### src/rtl/signal_conv_enc_pkg.sv
// Shared constants, FSM state type and helpers for the SIGNAL-field
// tail-biting convolutional encoder.
package signal_conv_enc_pkg;

  localparam int         K        = 7;
  localparam int         SIG_BITS = 32;
  localparam logic [6:0] G0_DEF   = 7'o133;
  localparam logic [6:0] G1_DEF   = 7'o171;

  typedef enum logic [1:0] {
    ST_IDLE  = 2'd0,
    ST_ENC   = 2'd1,
    ST_ABORT = 2'd2
  } enc_state_t;

  // do_init lists the newest bit in its MSB, the shift register holds it in sr[0]
  function automatic logic [K-2:0] init_to_state(input logic [K-2:0] init);
    logic [K-2:0] s;
    for (int k = 0; k < K-1; k++) begin
      s[k] = init[K-2-k];
    end
    return s;
  endfunction

endpackage

### src/rtl/signal_conv_enc_if.sv
// Serial info-bit input and coded-pair output bundle of the SIGNAL encoder.
interface signal_conv_enc_if;

  logic       di;
  logic [5:0] di_init;
  logic       di_vld;
  logic       do_a;
  logic       do_b;
  logic       do_vld;
  logic       do_done;
  logic       tb_err;
  logic       len_err;

  modport master (
    output di, di_init, di_vld,
    input  do_a, do_b, do_vld, do_done, tb_err, len_err
  );

  modport slave (
    input  di, di_init, di_vld,
    output do_a, do_b, do_vld, do_done, tb_err, len_err
  );

endinterface

### src/rtl/signal_conv_enc_core.sv
// Combinational K=7 convolutional encoder tap network; also reused by the
// DATA-field encoder.
module conv_enc_core
  import signal_conv_enc_pkg::*;
#(
  parameter logic [K-1:0] G0 = G0_DEF,
  parameter logic [K-1:0] G1 = G1_DEF
) (
  input  logic         i_bit,
  input  logic [K-2:0] i_sr,
  output logic         o_a,
  output logic         o_b
);

  logic [K-1:0] w_vec;

  // Generator MSB taps the current bit, G[5-k] taps sr[k]
  always_comb begin
    w_vec[K-1] = i_bit;
    for (int k = 0; k < K-1; k++) begin
      w_vec[K-2-k] = i_sr[k];
    end
  end

  assign o_a = ^(w_vec & G0);
  assign o_b = ^(w_vec & G1);

endmodule

### src/rtl/signal_conv_enc.sv
// Tail-biting rate-1/2 encoder for the 32-bit SIGNAL segment: frame FSM,
// state/init registers and registered coded-pair outputs.
module signal_conv_enc
  import signal_conv_enc_pkg::*;
#(
  parameter int           NUM_BITS = SIG_BITS,
  parameter logic [K-1:0] G0       = G0_DEF,
  parameter logic [K-1:0] G1       = G1_DEF
) (
  input  logic               clk,
  input  logic               rst_n,
  signal_conv_enc_if.slave   bus
);

  localparam int CNT_W = $clog2(NUM_BITS + 1);

  enc_state_t         r_state;
  logic [K-2:0]       r_sr;
  logic [K-2:0]       r_init_q;
  logic [CNT_W-1:0]   r_cnt;
  logic               r_a;
  logic               r_b;
  logic               r_vld;
  logic               r_done;
  logic               r_tb_err;
  logic               r_len_err;

  logic [K-2:0]       w_s0;
  logic [K-2:0]       w_sr_eff;
  logic [K-2:0]       w_sr_next;
  logic               w_a;
  logic               w_b;

  // The first bit of a frame must see the preloaded state, not the stale sr
  assign w_s0      = init_to_state(bus.di_init);
  assign w_sr_eff  = (r_state == ST_IDLE) ? w_s0 : r_sr;
  assign w_sr_next = {w_sr_eff[K-3:0], bus.di};

  conv_enc_core #(
    .G0 (G0),
    .G1 (G1)
  ) u_core (
    .i_bit (bus.di),
    .i_sr  (w_sr_eff),
    .o_a   (w_a),
    .o_b   (w_b)
  );

  always_ff @(posedge clk or negedge rst_n) begin
    if (!rst_n) begin
      r_state   <= ST_IDLE;
      r_sr      <= '0;
      r_init_q  <= '0;
      r_cnt     <= '0;
      r_a       <= 1'b0;
      r_b       <= 1'b0;
      r_vld     <= 1'b0;
      r_done    <= 1'b0;
      r_tb_err  <= 1'b0;
      r_len_err <= 1'b0;
    end else begin
      r_a       <= 1'b0;
      r_b       <= 1'b0;
      r_vld     <= 1'b0;
      r_done    <= 1'b0;
      r_tb_err  <= 1'b0;
      r_len_err <= 1'b0;
      case (r_state)
        ST_IDLE: begin
          if (bus.di_vld) begin
            r_init_q <= w_s0;
            r_sr     <= w_sr_next;
            r_cnt    <= CNT_W'(1);
            r_a      <= w_a;
            r_b      <= w_b;
            r_vld    <= 1'b1;
            r_state  <= ST_ENC;
          end
        end
        ST_ENC: begin
          if (bus.di_vld) begin
            r_sr  <= w_sr_next;
            r_cnt <= r_cnt + CNT_W'(1);
            r_a   <= w_a;
            r_b   <= w_b;
            r_vld <= 1'b1;
            // Tail-biting holds when the final state returns to the preload
            if (r_cnt == CNT_W'(NUM_BITS - 1)) begin
              r_done   <= 1'b1;
              r_tb_err <= (w_sr_next != r_init_q);
              r_state  <= ST_IDLE;
            end
          end else begin
            r_len_err <= 1'b1;
            r_state   <= ST_ABORT;
          end
        end
        ST_ABORT: begin
          r_state <= ST_IDLE;
        end
        default: begin
          r_state <= ST_IDLE;
        end
      endcase
    end
  end

  assign bus.do_a    = r_a;
  assign bus.do_b    = r_b;
  assign bus.do_vld  = r_vld;
  assign bus.do_done = r_done;
  assign bus.tb_err  = r_tb_err;
  assign bus.len_err = r_len_err;

endmodule

### src/flat_wrapper.sv
// flat-port wrapper written by rule: the top's interface ports become plain ports
module signal_conv_enc_flat import signal_conv_enc_pkg::*;
#(
  parameter int           NUM_BITS = SIG_BITS,
  parameter logic [K-1:0] G0       = G0_DEF,
  parameter logic [K-1:0] G1       = G1_DEF
)
  (clk, rst_n, bus_di, bus_di_init, bus_di_vld, bus_do_a, bus_do_b, bus_do_vld, bus_do_done, bus_tb_err, bus_len_err);
  signal_conv_enc_if bus_i ();
  input  logic clk;
  input  logic rst_n;
  input wire logic [$bits(bus_i.di)-1:0] bus_di;
  input wire logic [$bits(bus_i.di_init)-1:0] bus_di_init;
  input wire logic [$bits(bus_i.di_vld)-1:0] bus_di_vld;
  output wire logic [$bits(bus_i.do_a)-1:0] bus_do_a;
  output wire logic [$bits(bus_i.do_b)-1:0] bus_do_b;
  output wire logic [$bits(bus_i.do_vld)-1:0] bus_do_vld;
  output wire logic [$bits(bus_i.do_done)-1:0] bus_do_done;
  output wire logic [$bits(bus_i.tb_err)-1:0] bus_tb_err;
  output wire logic [$bits(bus_i.len_err)-1:0] bus_len_err;
  assign bus_i.di = bus_di;
  assign bus_i.di_init = bus_di_init;
  assign bus_i.di_vld = bus_di_vld;
  assign bus_do_a = bus_i.do_a;
  assign bus_do_b = bus_i.do_b;
  assign bus_do_vld = bus_i.do_vld;
  assign bus_do_done = bus_i.do_done;
  assign bus_tb_err = bus_i.tb_err;
  assign bus_len_err = bus_i.len_err;
  signal_conv_enc #(.NUM_BITS(NUM_BITS), .G0(G0), .G1(G1)) u_core (.clk(clk), .rst_n(rst_n), .bus(bus_i));
endmodule
### config.mk
export PLATFORM = sky130hd
export DESIGN_NAME = signal_conv_enc_flat
export DESIGN_NICKNAME = d
export VERILOG_FILES = /design/src/rtl/signal_conv_enc_pkg.sv /design/src/rtl/signal_conv_enc_if.sv /design/src/rtl/signal_conv_enc_core.sv /design/src/rtl/signal_conv_enc.sv /design/src/flat_wrapper.sv
export SDC_FILE = /design/constraint.sdc
export NUM_CORES = 1
export LEC_CHECK = 0
export ABC_AREA = 1
export CORE_MARGIN = 2
export CORE_UTILIZATION = 25
export CTS_CLUSTER_SIZE = 16
export DETAILED_ROUTE_END_ITERATION = 16
export MAX_ROUTING_LAYER = met4
export PLACE_DENSITY_LB_ADDON = 0.12
export SETUP_SLACK_MARGIN = 0.2
export SKIP_LAST_GASP = 1
export SLEW_MARGIN = 30
export SYNTH_ARGS = -nofsm -noshare
export SYNTH_HDL_FRONTEND = slang
export SYNTH_SLANG_ARGS = --single-unit
### constraint.sdc
create_clock -name clk -period 3 [get_ports clk]
set_input_delay 0.75 -clock clk [delete_from_list [all_inputs] [get_ports clk]]
set_output_delay 0.75 -clock clk [all_outputs]
set_load 0.01 [all_outputs]
==> impl_results.md, run 1 <==
* Crit path arrival time at 2.07 ns
* Crit-path slowest cell: nor2_1
* Cts hold-fix bufs at 0
* Post-synthesis sequential area ratio at between 40% and 50%
* WL per Instance at 11.2 um
* CTS root buffer: clkbuf_8
* Max Fanout on Critical Path at 11
* Core area at 5110 um^2
* First-pass GRT wire length at 5.28 mm
* WS Path Type: in2reg
* Power density cells at ~580 nW/um^2
* #FFs+latches synth at 26
* RSZ-0062 raised after global routing: no
* Non-Filler Instances at 264
* Reg clk slew, reported paths at 0.09 ns
* Worst IR drop on VDD at ~0.00018 V
* Slew Limit Fails at 0
* Antenna diode count at 0
* Worst-Skew Late Latency at 0.27 ns
* # Max-Cap Violations at 0
* Filler instances at around 560
* H-tree levels at 1
* CP Capture Type: register
* Largest net degree at the start of global routing at 27
* Fin crit share at 64.5%
* Outcome: finished clean
* Largest delay contributor family on the critical path: buffers and inverters
* CP bufs+invs at 2
* Number of synthesized flops with an enable pin at 0
* Via Count at 1136
* Ys async rst share at 100%
* Post-Syn Area at approximately 1300 um^2
* Die Y at roughly 77 um
* Nets at 206
* Routed Antenna Nets at 0
* Worst slew pin tran at 0.630 ns
* Initial Util at between 20% and 30%
* Die width at slightly below 80 um
* Worst Hold Path EP: u_core.r_sr[3]
* Cts repair resizes at 0
* Mapped Cells at 175
* Critical-path cell list: clkdlybuf4s50_1 > inv_1 > nor2_1 > o21ai_0
* Hold path start: u_core.r_sr[3]
* Power Total at about 0.00095 W
* Vias in the first global route at 1140
* Most common cell after layout, fill and taps aside: nand2_1
* Final wirelength at 2.96 mm
* HPWL after DPL at 2.21 mm
* Utilization after layout at 32.2%
* FF-to-FF End: u_core.r_init_q[2]
* Synthesis-to-finish area growth at 23.7%
* Synth unique cells at 25
* Largest stage delay on the critical path at 0.52 ns
* Final worst setup slack at 1.06 ns
* Io pins at 16
* Clk sinks at 26
* Final Hold Viols at 0
* Rel. slew slack at between 50% and 60%
* Worst hold path type: reg2reg
* Post-synthesis net count at 186
* CTS tree: built
* GP Congestion at approximately 0.75
* Worst Skew at 0.00313 ns
* Drt drc at 0
* Reg2Reg Depth at 4
* Ys flop type: dfrtp_1
* Hold path depth at 2
* Pleak at 0.809 nW
* Ys Warns at 0
* Worst r2r src: u_core.r_state[0]
* Initial DRC Count at 60
* Worst setup SP type: primary input
* # rows at 26
* IO buf count at 15
* Fin crit period at 1.94 ns
* Share of cells above drive strength 1 at 7.22%
* Max Clk Rate at 0.517 GHz
* Synth Area per Inst at 7.59 um^2
* Worst Setup SP: bus_di_vld
* Post-CTS setup repair buffer count at 0
* Antenna violations before repair at 0
* Longest Clk Path Bufs at 2
* Remaining Overflow, GRT at 0
* Placed insts at 260
* Global Route Usage Sum at 11.5%
* Reg2reg setup slack at 1.43 ns
* Setup TNS at 0 ns
* Drt via density at 4.30
* Setup-violating endpoint count in the final report at 0
* Drt pass-1 iters at 4
* Dpl ws at 0.773 ns
* Most frequent cells in the layout: 59 x nand2_1, 26 x dfrtp_1, 22 x inv_1
* Total CTS buffers at 3
* Crit path required time at 3.13 ns
* Die Area at 5910 um^2
-- state kept, by name, summed over array words and instances (netlist names) --
register and count:
u_core.r_state 2, u_core.bus.len_err 1, u_core.r_cnt 6, u_core.bus.do_done 1, u_core.r_sr 6, u_core.bus.tb_err 1, u_core.bus.do_b 1, u_core.bus.do_a 1
u_core.r_init_q 6, u_core.bus.do_vld 1
-- cells by family after synthesis --
| group | count (synthesis) | synth area share, % |
|---|---|---|
| AND/OR/NAND/NOR | 95 | 31.3 |
| XOR/XNOR | 2 | 1.32 |
| buffers and inverters | 27 | 7.72 |
| AO/OA/AOI/OAI | 24 | 9.79 |
| adder cells (fa/ha/maj) | 1 | 0.941 |
| flip-flops | 26 | 49.0 |
-- Yosys cell counts, types with 2 or more instances --
| cell | instances | area, um^2 |
|---|---|---|
| inv_2 | 3 | 11.3 |
| o22ai_1 | 3 | 18.8 |
| nor2_1 | 13 | 48.8 |
| nand3b_1 | 2 | 15.0 |
| a21oi_1 | 6 | 30.0 |
| dfrtp_1 | 26 | 651 |
| nand2_1 | 59 | 221 |
| inv_1 | 22 | 82.6 |
| nand3_1 | 10 | 50.1 |
| o21ai_0 | 13 | 65.1 |
| nor3_1 | 4 | 20.0 |
-- metal layers --
metal | track usage (%) | wire (um) | up-vias
met2 | 18.4 | 1350 | 22
li1 | - | - | 591
met4 | 4.55 | 39 | 0
met3 | 2.00 | 93 | 4
met1 | 14.5 | 1470 | 519
met5 | - | 0 | -
-- worst max-delay path by stage --
stage | endpoint | slack (ns) | cells past startpoint
global route | u_core.r_init_q[0] | 0.94 | 5
detailed placement | u_core.r_init_q[2] | 0.77 | 4
floorplan | u_core.r_cnt[3] | 1.48 | 6
global placement | u_core.r_init_q[2] | 0.84 | 4
finish | u_core.r_init_q[2] | 1.06 | 4
CTS | u_core.r_init_q[2] | 1.06 | 4
-- cell type report --
| type | count | area, um^2 | share of cell area, % |
|---|---|---|---|
| clock inverters | 1 | 30.0 | 1.83 |
| flip-flops and latches | 26 | 651 | 39.6 |
| clock buffers | 3 | 41.3 | 2.51 |
| inverters | 25 | 93.8 | 5.71 |
| repair buffers | 17 | 165 | 10.0 |
| multi-input cells | 122 | 576 | 35.0 |
| well taps | 70 | 87.6 | 5.33 |
-- worst register-to-register path: stages (launching register included) --
cell     delay, ns
dfrtp_1       0.44
inv_1         0.18
nand2_4       0.13
nor2_1        0.51
o21ai_0       0.17
-- through the flow --
step / cell area [um^2] / hold slack [ns]
3_3_place_gp: 1570 / 0.479
3_5_place_dp: 1570 / 0.488
2_1_floorplan: 1330 / 0.453
6_report: 1640 / 0.516
4_1_cts: 1640 / 0.515
5_1_grt: 1640 / 0.551
-- report_power, final --
group          internal, W  switching [W]  total, W
logic            0.0000891       0.000135  0.000224
clock network     0.000179       0.000116  0.000295
registers         0.000398      0.0000294  0.000428
total             0.000666       0.000281  0.000947
No activity file was read; power rests on OpenSTA's default activity.
==> inputs of run 2 (changes only) <==
Clock period 3 ns to 1.9 ns, I/O delays scaled along.
==> impl_results.md, run 2 (synthesized netlist as in run 1, its figures left out) <==
* Post-CTS setup repair buffer count at 0 (unchanged)
* WS Path Type: reg2out
* Initial DRC Count at 30 (-50%)
* Pleak at 0.824 nW (+1.8%)
* CTS root buffer: clkbuf_8
* Reg clk slew, reported paths at 0.10 ns (about the same)
* Critical-path cell list: clkdlybuf4s50_1
* WL per Instance at 11.5 um (+2.5%)
* Setup TNS at 0 ns (unchanged)
* Outcome: finished clean
* Worst r2r src: u_core.r_state[0]
* Die Area at 5910 um^2 (unchanged)
* Final Hold Viols at 0 (unchanged)
* Max Fanout on Critical Path at 1 (-10)
* Fin crit period at approximately 1.6 ns
* CTS tree: built
* Clk sinks at 26 (unchanged)
* Rel. slew slack at 76.8% (+19 points)
* Routed Antenna Nets at 0 (unchanged)
* Via Count at 1167 (+2.7%)
* Drt pass-1 iters at 4 (unchanged)
* Fin crit share at approximately 85%
* Largest delay contributor family on the critical path: buffers and inverters
* Cts hold-fix bufs at 0 (unchanged)
* Reg2reg setup slack at 0.39 ns (-1.04 ns)
* Worst path depth at 1 (-3)
* # Max-Cap Violations at 0 (unchanged)
* Initial Util at 26.0% (unchanged)
* Worst slew pin tran at 0.348 ns (-0.282 ns)
* Antenna diode count at 0 (unchanged)
* # rows at 26 (unchanged)
* Total CTS buffers at 3 (unchanged)
* Antenna violations before repair at 0 (unchanged)
* Largest net degree at the start of global routing at 27 (unchanged)
* Reg2Reg Depth at 10 (+6)
* IO buf count at 15 (unchanged)
* Worst Setup SP: u_core.bus.do_vld
* Worst setup SP type: register
* CP Capture Type: primary output
* Global Route Usage Sum at 11.8% (+0.30 points)
* Vias in the first global route at 1163 (+2.0%)
* Power density cells at 906 nW/um^2 (+57%)
* Worst IR drop on VDD at 0.000337 V (+86%)
* CP bufs+invs at 1 (-1)
* Cts repair resizes at 0 (unchanged)
* Most frequent cells in the layout: 59 x nand2_1, 26 x dfrtp_1, 22 x inv_1
* Remaining Overflow, GRT at 0 (unchanged)
* Core area at 5110 um^2 (unchanged)
* Final wirelength at 3.06 mm (+3.6%)
* GP Congestion at 0.758 (+1.3%)
* Largest stage delay on the critical path at 0.53 ns (about the same)
* Power Total at 0.00151 W (+59%)
* Crit-path slowest cell: clkdlybuf4s50_1
* Crit path arrival time at 1.15 ns (-0.92 ns)
* Die Y at 76.9 um (unchanged)
* Setup-violating endpoint count in the final report at 0 (unchanged)
* Worst hold path type: reg2reg
* Most common cell after layout, fill and taps aside: nand2_1
* Crit path required time at 1.42 ns (-1.71 ns)
* Nets at 209 (+1.5%)
* FF-to-FF End: u_core.bus.tb_err
* Filler instances at 552 (-0.54%)
* Worst setup path endpoint: bus_do_vld
* Max Clk Rate at 0.617 GHz
* First-pass GRT wire length at 5.42 mm (+2.7%)
* RSZ-0062 raised after global routing: no
* Share of cells above drive strength 1 at 8.63% (+1.4 points)
* Io pins at 16 (unchanged)
* Longest Clk Path Bufs at 2 (unchanged)
* Registers with the most flip-flops: u_core.r_cnt: 6 flops, u_core.r_init_q: 6 flops, u_core.r_sr: 6 flops
* HPWL after DPL at 2.38 mm (+7.7%)
* H-tree levels at 1 (unchanged)
* Worst-Skew Late Latency at 0.27 ns (about the same)
* Die width at 76.9 um (unchanged)
* Synthesis-to-finish area growth at 25.4%
* Drt drc at 0 (unchanged)
* Drt via density at 4.37 (+1.6%)
* Slew Limit Fails at 0 (unchanged)
* Worst Skew at 0.00493 ns (+0.00180 ns)
[run 2: cell types whose count changed in the layout (fill, tap and decap cells not counted), sizes merged]
cell,delta
buf,+3
[run 2: routing by layer]
metal  routed length [um]  track usage [%]  up-vias
met3                   85             2.00        4
met5                    0                -        -
met2                 1460             19.2       14
met4                   41             4.36        0
met1                 1470             14.8      553
li1                     -                -      596
[run 2: how the worst min path moves through the flow]
stage	startpoint	endpoint	slack (ns)	cells after the start
global placement	u_core.r_sr[3]	u_core.r_sr[3]	0.48	2
global route	u_core.r_cnt[4]	u_core.r_cnt[4]	0.55	1
finish	u_core.r_cnt[4]	u_core.r_cnt[4]	0.51	1
floorplan	rst_n	u_core.bus.do_a	0.18	0
CTS	u_core.r_cnt[4]	u_core.r_cnt[4]	0.52	1
detailed placement	u_core.r_cnt[4]	u_core.r_cnt[4]	0.50	1
[run 2: area by class of cell]
class | instances | area (um^2) | area share (%)
clock buffers | 3 | 41.3 | 2.48
multi-input cells | 122 | 576 | 34.5
flip-flops and latches | 26 | 651 | 39.0
clock inverters | 1 | 30.0 | 1.80
inverters | 25 | 93.8 | 5.63
well taps | 70 | 87.6 | 5.26
repair buffers | 20 | 188 | 11.3
[run 2: power by group]
part           leakage [nW]  internal (W)  switching, W
Sequential            0.330      0.000629     0.0000476
Clock                0.0357      0.000282      0.000186
Combinational         0.458      0.000147      0.000218
Total                 0.824       0.00106      0.000451
[run 2: metrics by stage]
stage / util [%] / hold WS, ns / setup slack (ns) / area (um^2) / cells
floorplan: - / 0.179 / 0.641 / 1330 / 175
global placement: 31.2 / 0.483 / 0.130 / 1600 / 263
detailed placement: 31.2 / 0.496 / 0.0322 / 1600 / 263
CTS: 32.6 / 0.517 / 0.264 / 1670 / 267
global route: 32.6 / 0.548 / 0.213 / 1670 / 267
finish: 32.6 / 0.510 / 0.279 / 1670 / 267
==> inputs of run 3 (changes only) <==
Settings changed: SLEW_MARGIN 30 to 20.
==> results of run 3 <==
Final layout, timing and power as in run 2 (identical DEF).
